<file path="config.mk">
export PLATFORM = sky130hd
export DESIGN_NAME = fetch_ctrl
export DESIGN_NICKNAME = d
export VERILOG_FILES = /design/src/rtl/fetch_ctrl.sv
export SDC_FILE = /design/constraint.sdc
export NUM_CORES = 1
export LEC_CHECK = 0
export ABC_AREA = 1
export CORE_UTILIZATION = 30
export CTS_BUF_LIST = sky130_fd_sc_hd__clkbuf_16
export DETAILED_ROUTE_END_ITERATION = 16
export GPL_TIMING_DRIVEN = 0
export PLACE_DENSITY = 0.71
export SETUP_SLACK_MARGIN = 0.4
export SLEW_MARGIN = 20
export SYNTH_ARGS = -nofsm -noshare
export SYNTH_HDL_FRONTEND = slang
export SYNTH_SLANG_ARGS = --single-unit
</file>
<file path="constraint.sdc">
create_clock -name clk -period 1.47 [get_ports clk]
set_clock_uncertainty 0.2 [all_clocks]
set_input_delay 0.294 -clock clk [delete_from_list [all_inputs] [get_ports clk]]
set_output_delay 0.294 -clock clk [all_outputs]
set_load 0.005 [all_outputs]
</file>
<file path="src/rtl/fetch_ctrl.sv">
// Instruction-fetch sequencer: fetches from sync instruction memory at pc_count, resolves
// JMP/JZ/HLT locally and issues everything else to execute over valid/ready.
module fetch_ctrl #(
  parameter int AW = 5,
  parameter int DW = 8
) (
  input  logic          clk,
  input  logic          rst,
  input  logic          start,
  input  logic [AW-1:0] pc_count,
  output logic          pc_en,
  output logic          pc_load,
  output logic [AW-1:0] pc_data,
  output logic [AW-1:0] imem_addr,
  output logic          imem_ren,
  input  logic [DW-1:0] imem_rdata,
  input  logic          zero_flag,
  output logic          instr_valid,
  input  logic          instr_ready,
  output logic [2:0]    instr_opcode,
  output logic [AW-1:0] instr_operand,
  output logic [AW-1:0] instr_pc,
  output logic          halted
);

  localparam logic [2:0] OP_HLT = 3'b000;
  localparam logic [2:0] OP_JZ  = 3'b110;
  localparam logic [2:0] OP_JMP = 3'b111;

  typedef enum logic [2:0] {
    IDLE   = 3'd0,
    FETCH  = 3'd1,
    DECODE = 3'd2,
    ISSUE  = 3'd3,
    UPDATE = 3'd4,
    HALT   = 3'd5
  } state_t;

  state_t        state_q, state_d;
  logic [2:0]    op_q;
  logic [AW-1:0] opd_q;
  logic [AW-1:0] ipc_q;
  logic          zf_q;

  logic [2:0]    rdata_op;
  logic          take_jump;

  assign rdata_op  = imem_rdata[DW-1:DW-3];
  // JZ uses the zero flag captured in DECODE, not the live flag in UPDATE.
  assign take_jump = (op_q == OP_JMP) || ((op_q == OP_JZ) && zf_q);

  always_ff @(posedge clk or negedge rst) begin
    if (!rst) begin
      state_q <= IDLE;
      op_q    <= '0;
      opd_q   <= '0;
      ipc_q   <= '0;
      zf_q    <= 1'b0;
    end else begin
      state_q <= state_d;
      if (state_q == DECODE) begin
        op_q  <= rdata_op;
        opd_q <= imem_rdata[AW-1:0];
        ipc_q <= pc_count;
        zf_q  <= zero_flag;
      end
    end
  end

  always_comb begin
    state_d       = state_q;
    pc_en         = 1'b0;
    pc_load       = 1'b0;
    pc_data       = '0;
    imem_addr     = '0;
    imem_ren      = 1'b0;
    instr_valid   = 1'b0;
    instr_opcode  = '0;
    instr_operand = '0;
    instr_pc      = '0;
    halted        = 1'b0;
    case (state_q)
      IDLE: begin
        if (start) state_d = FETCH;
      end
      FETCH: begin
        imem_addr = pc_count;
        imem_ren  = 1'b1;
        state_d   = DECODE;
      end
      DECODE: begin
        if (rdata_op == OP_HLT)
          state_d = HALT;
        else if ((rdata_op == OP_JMP) || (rdata_op == OP_JZ))
          state_d = UPDATE;
        else
          state_d = ISSUE;
      end
      ISSUE: begin
        instr_valid   = 1'b1;
        instr_opcode  = op_q;
        instr_operand = opd_q;
        instr_pc      = ipc_q;
        if (instr_ready) state_d = UPDATE;
      end
      UPDATE: begin
        if (take_jump) begin
          pc_load = 1'b1;
          pc_data = opd_q;
        end else begin
          pc_en = 1'b1;
        end
        state_d = FETCH;
      end
      HALT: begin
        halted = 1'b1;
      end
      default: state_d = IDLE;
    endcase
  end

endmodule

</file>
==> impl_metrics.ini <==
[power_and_ir_drop]
p_sw_mw = 1.45
max-vdd-ir-drop_mv = 0.778
seq_power_share_pct = 21.5
switching_share_pct = 38.0
pwr-share-comb_pct = 64.6
clockPowerShare_pct = 14.0
power_density_nw_per_um2 = 1950
p_leak_nw = 1.05
p_int_mw = 2.38

[sta]
hold_ws_ps = -221
slew_headroom_pct = 71.1
rsz0062_at_grt = true
setup_tns_ps = -12160
fmax_mhz = 524
hold_violations = 17
setup_ws_ps = -440
tightest_slew_ps = 434
setup_viol = 45
slew_viol_final = 0
finalCritPeriodShare_pct = 130
fin_crit_ps = 1910

[synthesis]
synth_area_leaders = dfrtp_1, nand2_1, nor2_1, inv_1, o21ai_0
synth-seq-cells = 17
yosysWarnings = 0
ys_seq_area_share_pct = 46.2
ys_types = 15
synth_top_area_share_pct = 46.2
avgSynthCellArea_um2 = 7.03
yosysTopAreaCell = dfrtp_1
netlist_instances = 131
netlist_area_um2 = 921
syn_nets = 149

[floorplanning]
dieArea_um2 = 3300
initial_core_util_pct = 32.6
die_w_um = 57.4
rows = 19
pin_count = 46
coreArea_um2 = 2830
die_h_um = 57.4

[routing]
first_pass_iters = 12
viasPerCell = 4.67
remaining_drc_errors = 8
ant_nets = 0
wire_per_inst_um = 13.9
vias = 1196
drt_iter0_drc = 60
wl_um = 3550

[placement]
dpl.cell_count = 207
hpwl_um = 1850
port-buffer-count = 45
gp_congestion = 0.777

[cts]
clock_path_buffers = 2
cts_buffers = 3
cts_tree = done
cts_hold_buffers = 0
clock_sinks = 17
cts-htree-levels = 1
clkTransAtPathRegs_ps = 50
clk_latency_ps = 240
cts_root_buffer = clkbuf_16

[critical_path]
path_class = register to output pin
arrival_ps = 1420
path_max_fanout = 6
cp.required_ps = 980
crit_path_start_kind = register
cp-end-kind = output pin

[global_routing]
grt_pass1_wl_um = 5560
grt_overflow = 0
top_usage_layer = met2
grt_pass1_vias = 1204
grtUsageMet3_pct = 4.76
antenna_found_initial = 0
grt_max_degree = 18
use_met2_pct = 38.9
gr-usage-all-layers_pct = 22.5
met1_usage_pct = 26.5

[finish]
area_growth_pct = 113
layout_common_cells = buf_6, nand2_1, buf_2
stdcell_count = 256
diodes = 0
drive_above_1_share_pct = 49.3
finalNetCount = 244

[status]
violations = DRC, hold timing, setup timing
status = complete, but fails checks

[flow_run]
maxCapViolCount = 0

[hold_path]
min_path_type = input port to async pin
[synth_stat cells, drive strengths merged]
library cell and instances:
nor2 32, nand2 31, inv 27, dfrtp 17
o21ai 13, nand3 4, buf 3, nor3 2
clkbuf 1, nand3b 1
[stage by stage]
stage	hold slack [ps]	instance area, um2	util, %	power (mW)	setup WS (ps)
after CTS	52.6	1870	66.1	3.49	-454
final	-221	1960	69.4	3.83	-440
after global placement	259	1440	51.0	2.02	-580
after global routing	-192	1960	69.4	4.07	-494
after floorplan	-202	952	-	1.54	22.9
after detailed placement	271	1440	51.0	2.08	-620
[final timing paths]
check	start	end	slack, ps	cells past startpoint
worst max-delay path	state_q[1]$_DFFE_PN0P_	instr_operand[0]	-440	7
worst min-delay path	rst	ipc_q[2]$_DFFE_PN0P_	-220	1
worst max register to register	state_q[1]$_DFFE_PN0P_	state_q[2]$_DFFE_PN0P_	-260	11
worst min register to register	zf_q$_DFFE_PN0P_	zf_q$_DFFE_PN0P_	290	2
max in group asynchronous	rst	state_q[1]$_DFFE_PN0P_	970	1
min in group clk	zf_q$_DFFE_PN0P_	zf_q$_DFFE_PN0P_	290	2
[power by group through the flow]
stage | registers (mW) | logic [mW] | clock network (mW)
3_5_place_dp | 0.815 | 1.26 | 0
3_3_place_gp | 0.801 | 1.22 | 0
2_1_floorplan | 0.792 | 0.751 | 0
4_1_cts | 0.805 | 2.15 | 0.532
5_1_grt | 0.846 | 2.66 | 0.566
6_report | 0.822 | 2.47 | 0.535
[worst max-delay path, stage by stage (launching register included)]
cell and delay (ps):
dfrtp_2 450, buf_6 130, buf_6 110, nand3_4 70, buf_6 140, buf_6 120, nor2_2 40, buf_2 120
[repair_timing]
item	in CTS	in global routing
endpoints found under the hold margin	0	17
gates cloned	3	0
setup endpoints to repair	62	47
pin swaps	17	13
buffers inserted	36	6
resized for setup	152	16
[registers in the layout, indices dropped and copies added (netlist names)]
signal,flops
zf_q,1
opd_q,5
state_q,3
ipc_q,5
op_q,3
[per-layer routing]
metal	wire length, um	share of wire (%)
met5	0	0
met4	84	2.4
met3	315	8.9
met2	1790	50
met1	1360	38
[cell type report]
type | count | area [um2]
buffer | 4 | 47.5
clock buffer | 3 | 75.1
clock inverter | 1 | 3.75
fill | 198 | 866
inverter | 27 | 101
multi-input combinational | 83 | 492
sequential | 17 | 428
tap | 31 | 38.8
timing repair buffer | 90 | 777
[logic make-up after synthesis]
logic type / share of synthesized area (%)
AND/OR/NAND/NOR: 32.2
buffers and inverters: 14.5
flip-flops: 46.2
AO/OA/AOI/OAI: 7.06
(Power assumes the default switching activity.)
